[src/rtl/cu_pkg.sv]
// cu_pkg -- shared definitions for the multicycle control unit.
//   state_t     : FSM state encodings (visible on state_o)
//   CLS_*       : instruction class codes (top nibble of the instruction)
//   CB_*        : bit positions inside the datapath control word
//   is_exec_cls : classes that continue into EXEC after DECODE
package cu_pkg;

  typedef enum logic [2:0] {
    ST_IDLE     = 3'd0,
    ST_FETCH    = 3'd1,
    ST_IR_LD    = 3'd2,
    ST_DECODE   = 3'd3,
    ST_EXEC     = 3'd4,
    ST_MEM      = 3'd5,
    ST_MEM_DONE = 3'd6,
    ST_HALT     = 3'd7
  } state_t;

  // Plain constants rather than an enum: undefined class codes must be
  // representable without an illegal enum cast.
  localparam logic [3:0] CLS_NOP   = 4'h0;
  localparam logic [3:0] CLS_ALU   = 4'h1;
  localparam logic [3:0] CLS_LOAD  = 4'h2;
  localparam logic [3:0] CLS_STORE = 4'h3;
  localparam logic [3:0] CLS_JMP   = 4'h4;
  localparam logic [3:0] CLS_JCOND = 4'h5;
  localparam logic [3:0] CLS_HALT  = 4'hF;

  localparam int unsigned CB_PC_INC   = 0;
  localparam int unsigned CB_IR_LOAD  = 1;
  localparam int unsigned CB_MAR_LOAD = 2;
  localparam int unsigned CB_MEM_RD   = 3;
  localparam int unsigned CB_MEM_WR   = 4;
  localparam int unsigned CB_ALU_EN   = 5;
  localparam int unsigned CB_ACC_LOAD = 6;
  localparam int unsigned CB_PC_LOAD  = 7;
  localparam int unsigned CB_MDR_LOAD = 8;
  localparam int unsigned CB_COUNT    = 9;

  function automatic logic is_exec_cls(input logic [3:0] cls);
    return (cls == CLS_ALU) || (cls == CLS_LOAD) || (cls == CLS_STORE) ||
           (cls == CLS_JMP) || (cls == CLS_JCOND);
  endfunction

endpackage

[src/rtl/cu_decode.sv]
// cu_decode -- combinational decode for cu_multicycle.
//   Instruction side: extracts the class nibble and the selected condition
//   flag from the live instruction/flags (the FSM latches them in DECODE).
//   Output side: Moore decode of the registered state, latched class and
//   latched branch_taken into control_signal, mem_req and halted.
// Ports:
//   data_from_ir [IR_W]   in   current instruction
//   flags [FLAG_W]        in   ALU status flags
//   state                 in   registered FSM state
//   cls_q [4]             in   class latched in DECODE
//   taken_q               in   branch_taken latched in DECODE
//   ir_class [4]          out  class of data_from_ir
//   ir_taken              out  flags[cond index], 0 when index >= FLAG_W
//   control_signal [CTRL_W] out datapath control word
//   mem_req, halted       out  memory request / halt indication
module cu_decode
  import cu_pkg::*;
#(
  parameter int IR_W   = 8,
  parameter int FLAG_W = 8,
  parameter int CTRL_W = 32
) (
  input  logic [IR_W-1:0]   data_from_ir,
  input  logic [FLAG_W-1:0] flags,
  input  state_t            state,
  input  logic [3:0]        cls_q,
  input  logic              taken_q,
  output logic [3:0]        ir_class,
  output logic              ir_taken,
  output logic [CTRL_W-1:0] control_signal,
  output logic              mem_req,
  output logic              halted
);

  logic [2:0]          cond_idx;
  logic [CB_COUNT-1:0] bits;
  logic                unused_ir_bits;

  assign ir_class       = data_from_ir[IR_W-1 -: 4];
  assign cond_idx       = data_from_ir[2:0];
  assign unused_ir_bits = ^data_from_ir[IR_W-5:3];

  // Scan instead of direct indexing so a condition index beyond FLAG_W
  // reads as 0 rather than out of range.
  always_comb begin
    ir_taken = 1'b0;
    for (int i = 0; i < FLAG_W; i++) begin
      if (i < 8 && int'(cond_idx) == i) ir_taken = flags[i];
    end
  end

  // NOTE: every output gets a default before the case so no path leaves
  // a value unassigned -- that is what keeps this logic free of latches.
  always_comb begin
    bits    = '0;
    mem_req = 1'b0;
    halted  = 1'b0;
    unique case (state)
      ST_FETCH: begin
        mem_req         = 1'b1;
        bits[CB_MEM_RD] = 1'b1;
      end
      ST_IR_LD: begin
        bits[CB_IR_LOAD] = 1'b1;
        bits[CB_PC_INC]  = 1'b1;
      end
      ST_EXEC: begin
        if (cls_q == CLS_ALU) begin
          bits[CB_ALU_EN]   = 1'b1;
          bits[CB_ACC_LOAD] = 1'b1;
        end else if (cls_q == CLS_JMP) begin
          bits[CB_PC_LOAD] = 1'b1;
        end else if (cls_q == CLS_JCOND) begin
          bits[CB_PC_LOAD] = taken_q;
        end else if (cls_q == CLS_LOAD || cls_q == CLS_STORE) begin
          bits[CB_MAR_LOAD] = 1'b1;
        end
      end
      ST_MEM: begin
        mem_req = 1'b1;
        if (cls_q == CLS_LOAD) bits[CB_MEM_RD] = 1'b1;
        else                   bits[CB_MEM_WR] = 1'b1;
      end
      ST_MEM_DONE: begin
        if (cls_q == CLS_LOAD) begin
          bits[CB_MDR_LOAD] = 1'b1;
          bits[CB_ACC_LOAD] = 1'b1;
        end
      end
      ST_HALT: halted = 1'b1;
      default: ;
    endcase
  end

  assign control_signal = CTRL_W'(bits);

endmodule

[src/rtl/cu_multicycle.sv]
// cu_multicycle -- multicycle CPU control unit (FSM + memory watchdog).
// Configuration macro: CU_MEM_TIMEOUT_EN enables the memory-wait watchdog;
// without it waits are unbounded and bus_err is tied 0.
// Ports:
//   clk, rst (sync, active-high)
//   data_from_ir [IR_W]     instruction, sampled only in DECODE
//   flags [FLAG_W]          ALU flags, sampled only in DECODE
//   mem_ack                 memory completion (ignored unless mem_req)
//   control_signal [CTRL_W] datapath control word
//   mem_req                 memory request, held until mem_ack
//   state_o [3]             current state encoding
//   halted                  high in HALT
//   bus_err                 sticky watchdog timeout
//   illegal_op              one-cycle pulse for an undefined class
// All outputs decode registered state only. illegal_op is registered at
// the end of the offending DECODE, so its pulse lines up with the first
// cycle of the following FETCH.
module cu_multicycle
  import cu_pkg::*;
#(
  parameter int IR_W        = 8,
  parameter int FLAG_W      = 8,
  parameter int CTRL_W      = 32,
  parameter int TIMEOUT_CYC = 16
) (
  input  logic              clk,
  input  logic              rst,
  input  logic [IR_W-1:0]   data_from_ir,
  input  logic [FLAG_W-1:0] flags,
  input  logic              mem_ack,
  output logic [CTRL_W-1:0] control_signal,
  output logic              mem_req,
  output logic [2:0]        state_o,
  output logic              halted,
  output logic              bus_err,
  output logic              illegal_op
);

  state_t     state;
  logic [3:0] cls_q;
  logic       taken_q;
  logic [3:0] ir_class;
  logic       ir_taken;
  logic       waiting;
  logic       wd_timeout;

  cu_decode #(.IR_W(IR_W), .FLAG_W(FLAG_W), .CTRL_W(CTRL_W)) u_decode (
    .data_from_ir   (data_from_ir),
    .flags          (flags),
    .state          (state),
    .cls_q          (cls_q),
    .taken_q        (taken_q),
    .ir_class       (ir_class),
    .ir_taken       (ir_taken),
    .control_signal (control_signal),
    .mem_req        (mem_req),
    .halted         (halted)
  );

  assign state_o = state;
  assign waiting = (state == ST_FETCH) || (state == ST_MEM);

`ifdef CU_MEM_TIMEOUT_EN
  localparam int WD_W = $clog2(TIMEOUT_CYC + 1);
  logic [WD_W-1:0] wd_cnt;

  // Counter is zero in every non-waiting state, hence zero on entry to
  // FETCH or MEM; it counts cycles spent waiting without an ack.
  assign wd_timeout = waiting && !mem_ack && (wd_cnt == WD_W'(TIMEOUT_CYC - 1));

  always_ff @(posedge clk) begin
    if (rst) begin
      wd_cnt  <= '0;
      bus_err <= 1'b0;
    end else begin
      if (waiting && !mem_ack) wd_cnt <= wd_cnt + 1'b1;
      else                     wd_cnt <= '0;
      if (wd_timeout) bus_err <= 1'b1;
    end
  end
`else
  assign wd_timeout = 1'b0;
  assign bus_err    = 1'b0;
`endif

  // NOTE: sequential state uses non-blocking assignments so every register
  // samples pre-edge values, independent of statement order.
  always_ff @(posedge clk) begin
    if (rst) begin
      state      <= ST_IDLE;
      cls_q      <= CLS_NOP;
      taken_q    <= 1'b0;
      illegal_op <= 1'b0;
    end else begin
      illegal_op <= 1'b0;
      unique case (state)
        ST_IDLE:  state <= ST_FETCH;
        ST_FETCH: begin
          if (mem_ack)         state <= ST_IR_LD;
          else if (wd_timeout) state <= ST_HALT;
        end
        ST_IR_LD: state <= ST_DECODE;
        ST_DECODE: begin
          cls_q   <= ir_class;
          taken_q <= ir_taken;
          if (ir_class == CLS_NOP) begin
            state <= ST_FETCH;
          end else if (ir_class == CLS_HALT) begin
            state <= ST_HALT;
          end else if (is_exec_cls(ir_class)) begin
            state <= ST_EXEC;
          end else begin
            state      <= ST_FETCH;
            illegal_op <= 1'b1;
          end
        end
        ST_EXEC: begin
          if (cls_q == CLS_LOAD || cls_q == CLS_STORE) state <= ST_MEM;
          else                                         state <= ST_FETCH;
        end
        ST_MEM: begin
          if (mem_ack)         state <= ST_MEM_DONE;
          else if (wd_timeout) state <= ST_HALT;
        end
        ST_MEM_DONE: state <= ST_FETCH;
        ST_HALT:     state <= ST_HALT;
        default:     state <= ST_IDLE;
      endcase
    end
  end

endmodule
[config.mk]
export PLATFORM = sky130hd
export DESIGN_NAME = cu_multicycle
export DESIGN_NICKNAME = d
export VERILOG_FILES = /design/src/rtl/cu_pkg.sv /design/src/rtl/cu_decode.sv /design/src/rtl/cu_multicycle.sv
export SDC_FILE = /design/constraint.sdc
export NUM_CORES = 1
export LEC_CHECK = 0
export BUFFER_PORTS_ARGS = -buffer_cell sky130_fd_sc_hd__buf_2
export CORE_MARGIN = 5
export CORE_UTILIZATION = 35
export CTS_CLUSTER_SIZE = 12
export DETAILED_ROUTE_END_ITERATION = 7
export GPL_ROUTABILITY_DRIVEN = 0
export PLACE_DENSITY = 0.76
export SYNTH_ARGS = -nofsm -noshare
export SYNTH_HDL_FRONTEND = slang
export SYNTH_SLANG_ARGS = --single-unit
[constraint.sdc]
create_clock -name clk -period 1.4 [get_ports clk]
set_input_delay 0.14 -clock clk [delete_from_list [all_inputs] [get_ports clk]]
set_output_delay 0.14 -clock clk [all_outputs]
set_load 0.01 [all_outputs]
Word-level counts from Yosys, hierarchy flattened
Cells that the tools add are included.
- memory bits (writable): 0
- memories kept: 0
- bits in registers: 9
- bits of input ports: 19
- latch bits: 0
- ROM bits: 0
- output and inout port bits: 39
- shifts and indexed selects: 0
- bitwise logic cells: 1
- divide/modulo/power cells: 0
- muxes and demuxes: 36
- reductions and logical operators: 12
- equality and inequality tests: 27
- $lt $le $gt $ge: 0
- $add $sub $neg: 0
- $mul: 0
- operators with widths (operator ; count):
    1-bit 2-to-1 mux ; 25
    3-bit == test (second input constant) ; 8
    3-bit one-hot mux with 7 select lines ; 1
    3-bit 2-to-1 mux ; 6
    4-bit by 2-bit == test with 1-bit output (second input constant) ; 4
    4-bit by 3-bit == test with 1-bit output (second input constant) ; 4
    3-bit by 2-bit == test with 1-bit output (second input constant) ; 4
    4-bit by 1-bit == test with 1-bit output (second input constant) ; 2
    3-bit by 1-bit == test with 1-bit output (second input constant) ; 2
    3-bit logical NOT ; 2
    1-bit logical OR ; 5
    4-bit == test (second input constant) ; 1
    4-bit logical NOT ; 1
    2-bit 2-to-1 mux ; 2
    2-bit != test (second input constant) ; 2
    1-bit one-hot mux with 2 select lines ; 2
    2-bit OR reduction ; 2
    4-bit OR reduction ; 1
    2-bit AND reduction ; 1
    1-bit NOT ; 1

Longest topological paths before layout
- depth after elaboration: 9
- mapped depth: 5
- gate-level depth less buffers: 3

Cells and area by module
Synthesis repeated with hierarchy kept, for this count alone.
- cell total of the unflattened synthesis: 92
- area, all modules: 819.5 um2
- by module, submodules not included (module ; area an instance (um2) ; cells each ; instances ; seq. area each (um2)):
    cu_multicycle ; 424.2 ; 44 ; 1 ; 180.2
    cu_decode ; 395.4 ; 48 ; 1 ; 0.0

Worst setup path before layout
OpenSTA, ideal clock, no wires.
- path type: reg-to-reg
- start: reg state[2] (netlist: state_o[2])
- end: reg state[2] (netlist: state_o[2])
- slack: -0.167 ns
- required time: 1.312 ns
- cell stages (with the launch flop): 4
- arrival time: 1.478 ns
- library setup time: 0.088 ns
- cell sequence: dfxtp_1 or4b_4 or3_4 a311oi_2
- longest elaborated chain between the ends: 3
- ends and longest elaborated chain (what ; RTL line ; RTL):
    start, declared ; cu_multicycle.sv:39 ; state_t state;
    start signal, assigned ; cu_multicycle.sv:90 ; state <= ST_IDLE;
    start signal, assigned ; cu_multicycle.sv:97 ; ST_IDLE: state <= ST_FETCH;
    start signal, assigned ; cu_multicycle.sv:99 ; if (mem_ack) state <= ST_IR_LD;
    3-bit == test (tied with other cells) ; cu_multicycle.sv:96 ; unique case (state)
    2-bit OR reduction (no line) / 2-bit != test (equally long branches) ; -- ;
    3-bit one-hot mux with 7 select lines / 2-bit AND reduction (equally long branches) ; -- ;
Several ways; a longest one is shown, not always the timed one.
A chain may end at the register's enable or synchronous reset.

Worst setup path after layout
- start: reg cls_q[3]
- end: out control_signal[2]
- longest elaborated chain between the ends: 7
- ends and longest elaborated chain (what ; RTL line ; RTL):
    start, declared ; cu_multicycle.sv:40 ; logic [3:0] cls_q;
    start signal, assigned ; cu_multicycle.sv:104 ; cls_q <= ir_class;
    4-bit by 2-bit == test with 1-bit output ; cu_decode.sv:75 ; end else if (cls_q == CLS_LOAD || cls_q == CLS_STORE) begin
    1-bit logical OR ; cu_decode.sv:75 ;
    1-bit 2-to-1 mux ; cu_decode.sv:75 ;
    1-bit 2-to-1 mux ; cu_decode.sv:73 ; end else if (cls_q == CLS_JCOND) begin
    1-bit 2-to-1 mux ; cu_decode.sv:71 ; end else if (cls_q == CLS_JMP) begin
    1-bit 2-to-1 mux * ; cu_decode.sv:68 ; if (cls_q == CLS_ALU) begin
    1-bit 2-to-1 mux * ; cu_decode.sv:58 ; unique case (state)
    end, declared ; cu_multicycle.sv:31 ; output logic [CTRL_W-1:0] control_signal,
Mark *: on every way between the ends. The rest lies on a longest branch, timed or not.

==> results.md <==
* Portion of total power attributed to combinational logic at 0.279
* Post-route cell area at 0.00101 sq mm
* Post-Route Setup TNS at -1720 ps
* Maximum net fanout on the critical path at 2
* Detailed-router iteration count before antenna repair at 4
* Kind of critical path: reg -> out
* Portion of the post-synthesis area used by sequential elements at 0.232
* Total global routing track utilization at 0.112
* Maximum Capacitance Violations at 0
* Main combinational cell family by area after synthesis: buffers and inverters
* Number of filler instances in the final layout at between 200 and 250
* CTS sink count at 9
* DIE AREA at about 0.0033 sq mm
* Number of antenna violations at the first check in global routing at 0
* Standard cell area after detailed placement at about 910 sq um
* Clock period minus final worst setup slack at around 1800 ps
* Switching power share of the total at 0.313
* Combined area of the multi-input logic cells at 498 sq um
* Sort of element at the start of the critical path: register
* Mapped cell area at 778 sq um
* Post-route non-filler standard cell count at 161
* Fraction of the mapped netlist area in adder cells at 0
* Portion of netlist area occupied by mux cells at 0.0932
* Cell at the root of the clock tree: sky130_fd_sc_hd__clkbuf_4
* Share of power burned in registers at 0.418
* Detailed Place HPWL at around 1500 um
* Largest delay contributor family on the critical path: simple AND/OR/NAND/NOR gates
* Floorplan Core Area at 0.00217 sq mm
* Number of remaining DRC errors at 0
* Unique masters post-synth at 30
* Required time reported for the critical path endpoint at 1260 ps
* Syn Area/Cell at 8.37 sq um
* Largest clock skew in the final design at 7.82 ps
* Compound-gate portion of the synthesized area at 0.111
* Cell internal pwr at 0.454 mW
* Period utilisation layout at 1.26
* Input/output buffers at 32
* Horizontal extent of the die at 57.2 um
* Psw at 0.207 mW
* Min setup slack post-route at -361 ps
* Total Power at 0.660 mW
* Vias in the first global route at 631
* Launch instance of the worst min-delay path: mem_ack
* DP Cell Count at 155
* XOR/XNOR share of the synthesized area at 0
* Worst path arrival time at ~1600 ps
* Post-Synth Simple-Gate Area at 0.264
* TritonCTS clock tree: built
* Fin. Hold Viols at 0
* Count of final setup violators at 8
* Unrepaired setup endpoints after global routing: yes
* Cells traversed along the worst timing path: or4b_4, or3_4, inv_2, buf_6
* Total wire length at 1850 um
* Crit. End Element: primary output
* Site Rows at 17
* Number of cells on the worst reg-to-reg path at 4
* Maximum number of pins on one net before global-route repair at 12
* H-tree levels at 1
* Max-slew violations at 0
* CTS Buffer Depth at 2
* Initial core utilization at 0.359
* Clock slew at the register clock pins of the worst setup and hold paths at roughly 60 ps
* Synthesized flop and latch total at 9
* Warning count from the yosys run at 0
* First DRT Iteration DRCs at 13
* Area added between synthesis and finish at 29.9%
* Stage delay of the slowest cell on the critical path at 530 ps
* Worst slack on hold paths at 104 ps
* Register-to-register setup slack at -210 ps
* Number of clock buffers inserted by TritonCTS at 3
* Result of the run: complete, but fails checks
* Clock latency on the worst-skew pair at about 260 ps
* Area taken by flip-flops and latches at 188 sq um
* Fraction of layout instances using a drive strength above 1 at 0.466
* Hold path cells at 2
* Worst R2R End: state_o[2]
* Cell leakage power at 0.480 nW
* Worst hold endpoint: state_o[0]
* Antenna cells at 0
* Proportion of power drawn by the clock network at 0.303
* Antenna-violating nets left at 0
* Power density relative to cell area at 653 mW/mm^2
* Wire length of the first global-routing pass at 2760 um
* Vias after detailed routing at 737
* Timing-limited maximum frequency at 568 MHz
* Cells after Synth at just over 90
* Startpoint of the worst-slack reg-to-reg timing path: cls_q[3]
* Critical path's slowest cell: sky130_fd_sc_hd__or4b_4
* Remaining Overflow, GRT at 0
* Count of pins on the block boundary at 58
* Buffers plus inverters on the worst setup path at 2
* Violations in the final reports: negative setup slack
* Number of vias per cell after detailed routing at between 4 and 5
* Die Height at 57.2 um
* Wire per inst at 11.5 um
* Number of nets in the layout at 153
* Worst min path class: in -> reg
* Largest vdd supply drop at 0.000259 V
[cell usage after synthesis (all sizes together)]
library cell,instances,area share
buf,29,0.28
nor2,11,0.053
dfxtp,9,0.23
mux2i,5,0.064
inv,4,0.019
nand3b,4,0.039
a21oi,3,0.019
nor2b,3,0.024
nor3b,3,0.029
nor4,3,0.024
a2111oi,1,0.011
a221oi,1,0.011
a311o,1,0.013
a311oi,1,0.019
and2,1,0.0080
and3,1,0.0096
and3b,1,0.013
and4,1,0.011
conb,1,0.0048
mux4,1,0.029
nand2,1,0.0048
nor3,1,0.0064
o211ai,1,0.0096
o21ai,1,0.0064
o31ai,1,0.0096
o41ai,1,0.011
or3,1,0.014
or4,1,0.0096
or4b,1,0.018
[through the flow]
step	setup WS [ps]	utilization
after global routing	-407	0.466
after detailed placement	-111	0.419
final	-361	0.466
after floorplan	-59.6	-
after global placement	-76.0	0.419
after CTS	-385	0.455
[metal layers]
| metal | vias to the layer above | wire length, um | global-route usage |
|---|---|---|---|
| li1 | 360 | - | - |
| met1 | 326 | 676 | 0.120 |
| met2 | 43 | 863 | 0.175 |
| met3 | 8 | 227 | 0.0430 |
| met4 | 0 | 80 | 0.0861 |
| met5 | - | 0 | 0 |
[power by group through the flow]
| stage | Clock, mW | Sequential (mW) | Combinational [mW] |
|---|---|---|---|
| 2_1_floorplan | 0 | 0.282 | 0.155 |
| 3_3_place_gp | 0 | 0.278 | 0.168 |
| 3_5_place_dp | 0 | 0.279 | 0.171 |
| 4_1_cts | 0.206 | 0.275 | 0.179 |
| 5_1_grt | 0.220 | 0.277 | 0.204 |
| 6_report | 0.200 | 0.276 | 0.184 |
[cells by family after synthesis]
group / count (synthesis)
DFF: 9
AOI/OAI and AO/OA: 11
other: 1
muxes: 6
buffers and inverters: 33
and+or+nand+nor: 33
[worst max path at each step]
stage,from,to,cells past startpoint
after global placement,cls_q[3],control_signal[2],4
after global routing,cls_q[3],control_signal[2],4
after CTS,cls_q[3],control_signal[2],4
final,cls_q[3],control_signal[2],4
after floorplan,state_o[2],state_o[2],3
after detailed placement,cls_q[3],control_signal[2],4
[final cells by class]
type	count	area share
Clock buffer	4	0.0260
Inverter	4	0.0149
Multi-Input combinational cell	74	0.493
Tap cell	28	0.0347
Sequential cell	9	0.186
Timing Repair Buffer	42	0.246
[placed cells by master, fill, tap and decap left out, types with 3 or more instances in the layout]
cell type / synthesis / routed
sky130_fd_sc_hd__nor2_1: 11 / 9
sky130_fd_sc_hd__nor2b_1: 3 / 3
sky130_fd_sc_hd__nand3b_1: 4 / 4
sky130_fd_sc_hd__clkbuf_4: 0 / 3
sky130_fd_sc_hd__buf_6: 0 / 3
sky130_fd_sc_hd__dfxtp_1: 9 / 5
sky130_fd_sc_hd__mux2i_1: 5 / 5
sky130_fd_sc_hd__conb_1: 1 / 24
sky130_fd_sc_hd__dfxtp_2: 0 / 3
sky130_fd_sc_hd__inv_1: 4 / 3
sky130_fd_sc_hd__buf_2: 1 / 31
sky130_fd_sc_hd__buf_4: 28 / 8
[sequential cells by signal, summed over array words and instances (netlist names)]
| name | flops |
|---|---|
| cls_q | 4 |
| taken_q | 1 |
| illegal_op | 1 |
| state_o | 3 |
[what timing repair did]
item / CTS / global route
setup endpoints to repair: 10 / 10
pin swaps: 3 / 3
gates resized for setup: 8 / 7
hold buffers: 0 / 0
setup buffers: 2 / 1
Power figures use the tool's default switching activity.
